**config.mk**
```make
export PLATFORM = sky130hd
export DESIGN_NAME = payload_chain_engine
export DESIGN_NICKNAME = d
export VERILOG_FILES = /design/src/rtl/payload_chain_engine.sv
export SDC_FILE = /design/constraint.sdc
export NUM_CORES = 1
export LEC_CHECK = 0
export ABC_AREA = 1
export CAP_MARGIN = 10
export CORE_ASPECT_RATIO = 0.5
export CORE_MARGIN = 2
export CORE_UTILIZATION = 25
export DETAILED_ROUTE_END_ITERATION = 8
export GPL_TIMING_DRIVEN = 0
export PLACE_DENSITY = 0.6
export SLEW_MARGIN = 20
export SYNTH_ARGS = -nofsm -noshare
export SYNTH_HDL_FRONTEND = slang
export SYNTH_SLANG_ARGS = --single-unit
```
**constraint.sdc**
```tcl
create_clock -name clk -period 3.6 [get_ports clk]
set_input_delay 0.54 -clock clk [delete_from_list [all_inputs] [get_ports clk]]
set_output_delay 0.54 -clock clk [all_outputs]
set_load 0.05 [all_outputs]
```
**src/rtl/payload_chain_engine.sv**
```systemverilog
// payload_chain_engine: streaming chain matcher over decoded byte classes.
// Tracks a linear pattern with optional zero-or-more elements, counts matches.
module payload_chain_engine #(
    parameter int                      N_STATES  = 19,
    parameter int                      N_CHARS   = 128,
    parameter logic [N_STATES*7-1:0]   SEL       = '0,
    parameter logic [N_STATES-1:0]     STAR_MASK = '0,
    parameter bit                      ANCHORED  = 1'b0,
    parameter int                      OFF_W     = 16
) (
    input  logic               clk,
    input  logic               sod,
    input  logic               en,
    input  logic [N_CHARS-1:0] in_char,
    output logic               match,
    output logic               match_pulse,
    output logic [OFF_W-1:0]   match_offset,
    output logic [OFF_W-1:0]   match_count
);

    logic [N_STATES-1:0] a;
    logic [N_STATES-1:0] a_nxt;
    logic [OFF_W-1:0]    byte_cnt;
    logic [127:0]        ext;
    logic                start_tok;
    logic                hit;

    // Present a fixed 128-bit class view so 7-bit selectors index it directly.
    if (N_CHARS >= 128) begin : g_trunc
        assign ext = in_char[127:0];
    end else begin : g_pad
        assign ext = {{(128-N_CHARS){1'b0}}, in_char};
    end

    assign start_tok = ANCHORED ? (byte_cnt == '0) : 1'b1;

    // Next-state chain; pv carries the predecessor enable so runs of stars bypass.
    always_comb begin
        logic pv;
        a_nxt = '0;
        pv    = start_tok;
        for (int i = 0; i < N_STATES; i++) begin
            a_nxt[i] = ext[SEL[i*7 +: 7]] & (pv | (STAR_MASK[i] & a[i]));
            pv       = a[i] | (STAR_MASK[i] & pv);
        end
    end

    assign hit = a_nxt[N_STATES-1];

    // State vector and saturating byte position advance only on valid bytes.
    always_ff @(posedge clk or posedge sod) begin
        if (sod) begin
            a        <= '0;
            byte_cnt <= '0;
        end else if (en) begin
            a <= a_nxt;
            if (byte_cnt != '1)
                byte_cnt <= byte_cnt + OFF_W'(1);
        end
    end

    // Pulse follows each completing byte only; idle cycles force it low.
    always_ff @(posedge clk or posedge sod) begin
        if (sod)
            match_pulse <= 1'b0;
        else
            match_pulse <= en & hit;
    end

    // Sticky flag, first-hit offset and saturating match count.
    always_ff @(posedge clk or posedge sod) begin
        if (sod) begin
            match        <= 1'b0;
            match_offset <= '0;
            match_count  <= '0;
        end else if (en && hit) begin
            match <= 1'b1;
            if (!match)
                match_offset <= byte_cnt;
            if (match_count != '1)
                match_count <= match_count + OFF_W'(1);
        end
    end

endmodule
```
# ---- Yosys cells after proc, flatten, opt, wreduce, memory -nomap -nowiden
# Index checks and enable logic that the tools add are counted.
dict set report word_totals {
  reg_bits 68
  latch_bits 0
  ramBits 0
  mem_bits_ro 0
  inputBits 131
  memories 0
}
dict set report classes {
  add_sub_neg 2
  multipliers 0
  div 0
  n_lt_le_gt_ge 0
  n_eq_ne 2
  shifts 0
  muxes 0
  bitwise 20
  n_reduce_logical 4
}
# cell n
set op_table {}
lappend op_table {{adder 16 x 1 -> 16 bit, second input constant} 2}
lappend op_table {{!= test 16 bit, second input constant} 2}
lappend op_table {{AND 1 bit} 19}
lappend op_table {{AND reduction 2 bit} 3}
lappend op_table {{logical AND 1 bit} 1}
lappend op_table {{NOT 1 bit} 1}

# ---- Depth between registers and ports, before layout
# Gate-level depths: netlist (run 1).
dict set report depth {
  word_depth 3
  depth_mapped 9
  ltp_nobuf 9
}

# ---- Worst setup path before layout (run 1)
# OpenSTA, ideal clock, no wires.
dict set report synth_timing {
  kind {register to register}
  start {register match_count[0]}
  end {register match_count[15]}
  setup_ns 0.120
  arrival_time_ns 1.713
  required_time_ns 3.480
  setup_slack_ns 1.768
  stages_incl_launch_ff 10
  path_buffers 1
  synth_period_minus_slack_ns 1.832
  cell_sequence {dfrtp_1 -> ha_1 -> nand3_2 -> inv_2 -> nand2_2 -> nor2_4 -> nor2_4 -> buf_6 -> nand3_1 -> nand2_1}
}
dict set report synth_via {
  elab_chain_cells 2
}
# element line
set synth_rtl {}
lappend synth_rtl {{start: declaration} 18} ;# output logic [OFF_W-1:0] match_count
lappend synth_rtl {{start signal: assignment} 81} ;# match_count <= match_count + OFF_W'(1);
lappend synth_rtl {{parallel branches: the longest is 2 deep, another holds adder 16 x 1 -> 16 bit} --}
# Several ways; the timed one is not identified.
# A chain may end at the register's enable or synchronous reset.

# ---- Worst setup path after layout (run 1)
dict set report layout_timing {
  start {register match_count[2]}
  end {output match_count[2]}
}
# No word-level cell between the ends.

==> impl_metrics.json, run 1 <==
{
  "hold-path-endpoint": "match_offset[8]$_DFFE_PP0P_",
  "start_util": 0.2612,
  "grt_pass1_vias": 2721,
  "vias": 2781,
  "cpMaxStageDelayCell": "clkdlybuf4s50_1",
  "h-tree-depth": 3,
  "fin_tns_setup_ns": 0,
  "cp_top_family": "buffers and inverters",
  "cts.path.max_buffers": 2,
  "period_minus_slack_ns": 2.229,
  "relSlewSlack": 0.6460,
  "syn_to_final_growth_pct": 25.84,
  "antenna_left": 0,
  "avgRoutedWirePerCell_um": 12.00,
  "io_pins": 165,
  "muxShareOfSynthArea": 0,
  "crit_path_end_kind": "primary output",
  "synth_simple_gate_area_frac": 0.2900,
  "ir_drop_mv": 0.2666,
  "synth_cells": 416,
  "finalSetupViolCount": 0,
  "die_x_um": 168.3,
  "synth_top_family_by_area": "simple AND/OR/NAND/NOR gates",
  "status": "finished, final reports clean",
  "fp.dieH_um": 86.15,
  "startpoint_type": "register",
  "ys.warnings.count": 0,
  "hold_depth": 2,
  "track_usage": 0.1162,
  "timing.hold.ws_ns": 0.4826,
  "cts_hold_buf": 0,
  "final.setup_skew_ns": 0.01000,
  "critical_path_class": "reg2out",
  "grt-ovfl-total": 0,
  "r2r_start": "byte_cnt[0]$_DFFE_PP0P_",
  "p_leak_nw": 1.875,
  "slew_viol_final": 0,
  "finalCritPeriodShare": 0.6192,
  "pwr_density_cell_mw_per_mm2": 465.2,
  "drc": 0,
  "grt_start_max_net_pins": 50,
  "cts_setup_buffers": 0,
  "cts-root-buf": "clkbuf_16",
  "clock.fmax_mhz": 448.6,
  "mostFrequentLayoutCells": "128 x nand2_1, 68 x dfrtp_1, 58 x inv_1, 37 x clkdlybuf4s50_1, 26 x nor2_1",
  "hold_path.class": "reg2reg",
  "synth_adder_area_share": 0.007416,
  "cp_max_fo": 7,
  "drv_cap": 0,
  "reg2reg_to": "byte_cnt[0]$_DFFE_PP0P_",
  "clkLatencyLatePin_ns": 0.33,
  "wl_mm": 7.657,
  "synth_compound_area_frac": 0.09714,
  "rr_worst_depth": 9,
  "fin_nets": 598,
  "clkTransAtPathRegs_ns": 0.05,
  "firstDrtPassIters": 4,
  "min-delay-start": "match_offset[8]$_DFFE_PP0P_",
  "antenna_found_initial": 0,
  "die_area_mm2": 0.01450,
  "worst_pin_slew_ns": 0.5294,
  "cts_buffers": 9,
  "max_stage_delay_ns": 0.87,
  "synth-xor-area-share": 0.01817,
  "core_area_mm2": 0.01292,
  "hpwl_mm": 5.570,
  "path_depth": 1,
  "seq_area_frac_synth": 0.5043,
  "cts_tree": "yes",
  "finalWeightedCongestion": 0.8159,
  "syn-cell-area_mm2": 0.003374,
  "ctsResizeCount": 0,
  "syn_nets": 549,
  "rows": 29,
  "syn_avg_cell_area_um2": 8.112,
  "cts_sinks": 68,
  "layout_commonest_cell": "nand2_1",
  "synth_seq_cells": 68,
  "fillers": 1378,
  "crit_chain": "clkdlybuf4s50_1",
  "num_antenna_cells": 0,
  "synth_cell_type_count": 23,
  "rsz0062_at_grt": "no",
  "path_buf_inv": 1,
  "rrSetupSlack_ns": 1.90,
  "drive_gt1_frac": 0.1303,
  "finalHoldViolCount": 0,
  "avgViaCountPerCell": 4.359,
  "drt-initial-drc-count": 143,
  "grt_pass1_wl_mm": 13.28,
  "required_ns": 3.06,
  "portBuffers": 37,
  "crit_arrival_ns": 1.69
}
==> worst max path at each step <==
stage | from | to
final | match_count[2]$_DFFE_PP0P_ | match_count[2]
after detailed placement | en | match_offset[8]$_DFFE_PP0P_
after CTS | match_count[2]$_DFFE_PP0P_ | match_count[2]
after global routing | match_count[2]$_DFFE_PP0P_ | match_count[2]
after global placement | sod | match_offset[9]$_DFFE_PP0P_
after floorplan | sod | a[0]$_DFFE_PP0P_
==> per-stage QoR <==
step                std cells  instance area [um2]  utilization  power (mW)  setup WS, ns
global route              638                 4247       0.3287       2.090         1.342
floorplan                 416                 3374            -       1.120         1.348
global placement          623                 3958       0.3064       1.206       0.08683
CTS                       638                 4247       0.3287       2.004         1.356
detailed placement        624                 3988       0.3087       1.216         1.462
finish                    638                 4247       0.3287       1.976         1.371
==> kinds of logic (layout without fill, tap and decap cells) <==
| kind of cell | count (synthesis) | after routing |
|---|---|---|
| buffers and inverters | 69 | 121 |
| DFF | 68 | 68 |
| and+or+nand+nor | 216 | 216 |
| xor gates and xnor gates | 7 | 7 |
| adders and majority gates | 2 | 2 |
| AOI/OAI and AO/OA | 54 | 54 |
==> area by class of cell <==
class | count | area, um2 | share of cell area
clock buffer | 12 | 246.5 | 0.05804
buffer | 8 | 51.30 | 0.01208
sequential | 68 | 1702 | 0.4007
inverter | 61 | 231.5 | 0.05451
clock inverter | 2 | 12.51 | 0.002946
tap | 170 | 212.7 | 0.05009
multi-input combinational | 279 | 1393 | 0.3279
timing repair buffer | 38 | 397.9 | 0.09369
==> routing by layer <==
| layer | up-vias | GRT usage | wire [um] |
|---|---|---|---|
| met3 | 10 | 0.03922 | 380 |
| met2 | 43 | 0.1871 | 3468 |
| met5 | - | 0 | 0 |
| li1 | 1421 | - | - |
| met4 | 0 | 0.03605 | 146 |
| met1 | 1307 | 0.1489 | 3661 |
==> where the power goes <==
group,internal (mW),switching [mW],leakage (nW)
Clock,0.476,0.300,0.125
Sequential,0.818,0.0657,0.893
Combinational,0.107,0.209,0.858
==> sequential cells by signal, indices dropped and copies added (netlist names) <==
register	cells
a	18
byte_cnt	16
match	1
match_count	16
match_offset	16
match_pulse	1
==> synth_stat cells (all sizes together) <==
library cell	n	area share
nor2	38	0.059
nand4	12	0.022
nand2	142	0.17
inv	61	0.068
nand3b	1	0.0022
xor2	3	0.0078
buf	8	0.015
xnor2	4	0.010
dfrtp	68	0.50
ha	2	0.0074
o22ai	16	0.030
o21ai	38	0.067
nand3	23	0.037
Note: power is estimated with default switching activity, not from simulation.
==> run 2: changes to the inputs <==
--- a/config.mk
+++ b/config.mk
@@ -12,7 +12,7 @@
 export CORE_UTILIZATION = 25
 export DETAILED_ROUTE_END_ITERATION = 8
 export GPL_TIMING_DRIVEN = 0
-export PLACE_DENSITY = 0.6
+export PLACE_DENSITY = 0.62
 export SLEW_MARGIN = 20
 export SYNTH_ARGS = -nofsm -noshare
 export SYNTH_HDL_FRONTEND = slang
==> constraint.sdc (replaced) <==
create_clock -name clk -period 2.03 [get_ports clk]
set_input_delay 0.3045 -clock clk [delete_from_list [all_inputs] [get_ports clk]]
set_output_delay 0.3045 -clock clk [all_outputs]
set_load 0.05 [all_outputs]
==> run 2 against run 1 <==
Net effect: flip-flop and latch count did not move; clock-buffer cell count unchanged; register-to-register slack got worse by 1.5 ns; final area is 0.88% higher; critical path type unchanged; critical endpoint unchanged; largest cell class unchanged; largest power group is now the clock network; highest routed layer unchanged.
==> impl_metrics.json, run 2 (same netlist as run 1, synthesis figures left out) <==
{
  "cts_sinks": 68,
  "firstDrtPassIters": 4,
  "cts-root-buf": "clkbuf_16",
  "cts_hold_buf": 0,
  "cts.path.max_buffers": 2,
  "grt_start_max_net_pins": 37,
  "power_frac_seq": 0.421,
  "start_util": 0.2612,
  "die_x_um": 168.3,
  "cts_setup_buffers": 0,
  "final.setup_skew_ns": 0.006294,
  "worst_pin_slew_ns": 0.5388,
  "internal_power_mw": 2.652,
  "max_stage_delay_ns": 0.85,
  "relSlewSlack": 0.6397,
  "drv_cap": 0,
  "grt_pass1_wl_mm": 13.26,
  "track_usage": 0.1151,
  "antenna_left": 0,
  "fin_nets": 598,
  "dpl_cell_area_mm2": 0.003980,
  "p_leak_nw": 1.896,
  "use_met2": 0.1930,
  "path_depth": 1,
  "pwr_density_cell_mw_per_mm2": 867.8,
  "critical_path_class": "reg2out",
  "syn_to_final_growth_pct": 26.96,
  "hold_path.class": "in2async",
  "ir_drop_mv": 0.4627,
  "grt-ovfl-total": 0,
  "rr_worst_depth": 9,
  "io_pins": 165,
  "avgViaCountPerCell": 4.323,
  "clkTransAtPathRegs_ns": 0.05,
  "largest_reg_flops": 18,
  "crit_path_end_kind": "primary output",
  "ctsResizeCount": 0,
  "period_minus_slack_ns": 1.967,
  "hpwl_mm": 5.409,
  "cpMaxStageDelayCell": "clkdlybuf4s50_1",
  "reg2reg_to": "match_count[13]$_DFFE_PP0P_",
  "fp.dieH_um": 86.15,
  "netSwitchingFraction": 0.2867,
  "path_buf_inv": 1,
  "cp_max_fo": 7,
  "drive_gt1_frac": 0.1362,
  "cts_buffers": 9,
  "finalSetupViolCount": 0,
  "portBuffers": 37,
  "crit_chain": "clkdlybuf4s50_1",
  "final_area_mm2": 0.004284,
  "cts_tree": "yes",
  "h-tree-depth": 3,
  "fin_tns_setup_ns": 0,
  "fillers": 1341,
  "multi_input_area_mm2": 0.001393,
  "cp_top_family": "buffers and inverters",
  "required_ns": 1.73,
  "mostFrequentLayoutCells": "128 x nand2_1, 68 x dfrtp_1, 58 x inv_1, 37 x clkdlybuf4s50_1, 26 x nor2_1",
  "use_met3": 0.03000,
  "core_area_mm2": 0.01292,
  "power_mw": 3.718,
  "grt_pass1_vias": 2727,
  "startpoint_type": "register",
  "die_area_mm2": 0.01450,
  "rsz0062_at_grt": "no",
  "rrSetupSlack_ns": 0.35,
  "layout_commonest_cell": "nand2_1",
  "finalWeightedCongestion": 0.7952,
  "slew_viol_final": 0,
  "wl_mm": 7.592,
  "rows": 29,
  "use_met1": 0.1426,
  "seqCellArea_mm2": 0.001702,
  "timing.hold.ws_ns": 0.3383,
  "drc": 0,
  "clkLatencyLatePin_ns": 0.34,
  "r2r_start": "match_count[0]$_DFFE_PP0P_",
  "top_usage_layer": "met2",
  "vias": 2767,
  "finalCritPeriodShare": 0.9692,
  "fin_cells": 640,
  "num_antenna_cells": 0,
  "status": "finished, final reports clean",
  "top_register": "a",
  "antenna_found_initial": 0,
  "clockPowerShare": 0.428,
  "avgRoutedWirePerCell_um": 11.86,
  "dp_cells": 624,
  "crit_arrival_ns": 1.66,
  "switchingPower_mw": 1.066,
  "finalHoldViolCount": 0,
  "combPwrFrac": 0.151,
  "drt-initial-drc-count": 163,
  "clock.fmax_mhz": 508.3
}
[run 2: cell count changes in the layout (fill, tap and decap cells not counted), sizes merged]
cell / delta
bufinv: +1
clkinv: +1
[run 2: per-layer routing]
layer  routed length [um]  share of wire
met1                 3665           0.48
met2                 3531           0.47
met3                  255          0.034
met4                  139          0.018
met5                    0              0
[run 2: how the worst max path moves through the flow]
stage	from	end
final	match_count[2]$_DFFE_PP0P_	match_count[2]
after global routing	match_count[2]$_DFFE_PP0P_	match_count[2]
after CTS	match_count[2]$_DFFE_PP0P_	match_count[2]
after detailed placement	en	match_offset[9]$_DFFE_PP0P_
after global placement	sod	match_offset[5]$_DFFE_PP0P_
after floorplan	sod	a[0]$_DFFE_PP0P_
[run 2: area by class of cell]
type                    instances  area share
flip-flops and latches         68      0.3972
multi-input cells             279      0.3251
repair buffers                 38     0.09112
clock buffers                  12     0.05987
inverters                      61     0.05403
well taps                     170     0.04965
plain buffers                   8     0.01197
clock inverters                 4     0.01110
[run 2: per-stage QoR]
stage            util  worst slack, ns
2_1_floorplan       -          0.01399
3_3_place_gp   0.3064           -1.255
3_5_place_dp   0.3081           0.1795
4_1_cts        0.3317          0.04994
5_1_grt        0.3317          0.02864
6_report       0.3317          0.06252
[run 2: power groups by stage]
| stage | Sequential, mW | Combinational [mW] | Clock (mW) |
|---|---|---|---|
| after CTS | 1.57 | 0.569 | 1.63 |
| after floorplan | 1.67 | 0.317 | 0 |
| after detailed placement | 1.59 | 0.566 | 0 |
| final | 1.57 | 0.560 | 1.59 |
| after global routing | 1.59 | 0.633 | 1.68 |
| after global placement | 1.59 | 0.552 | 0 |
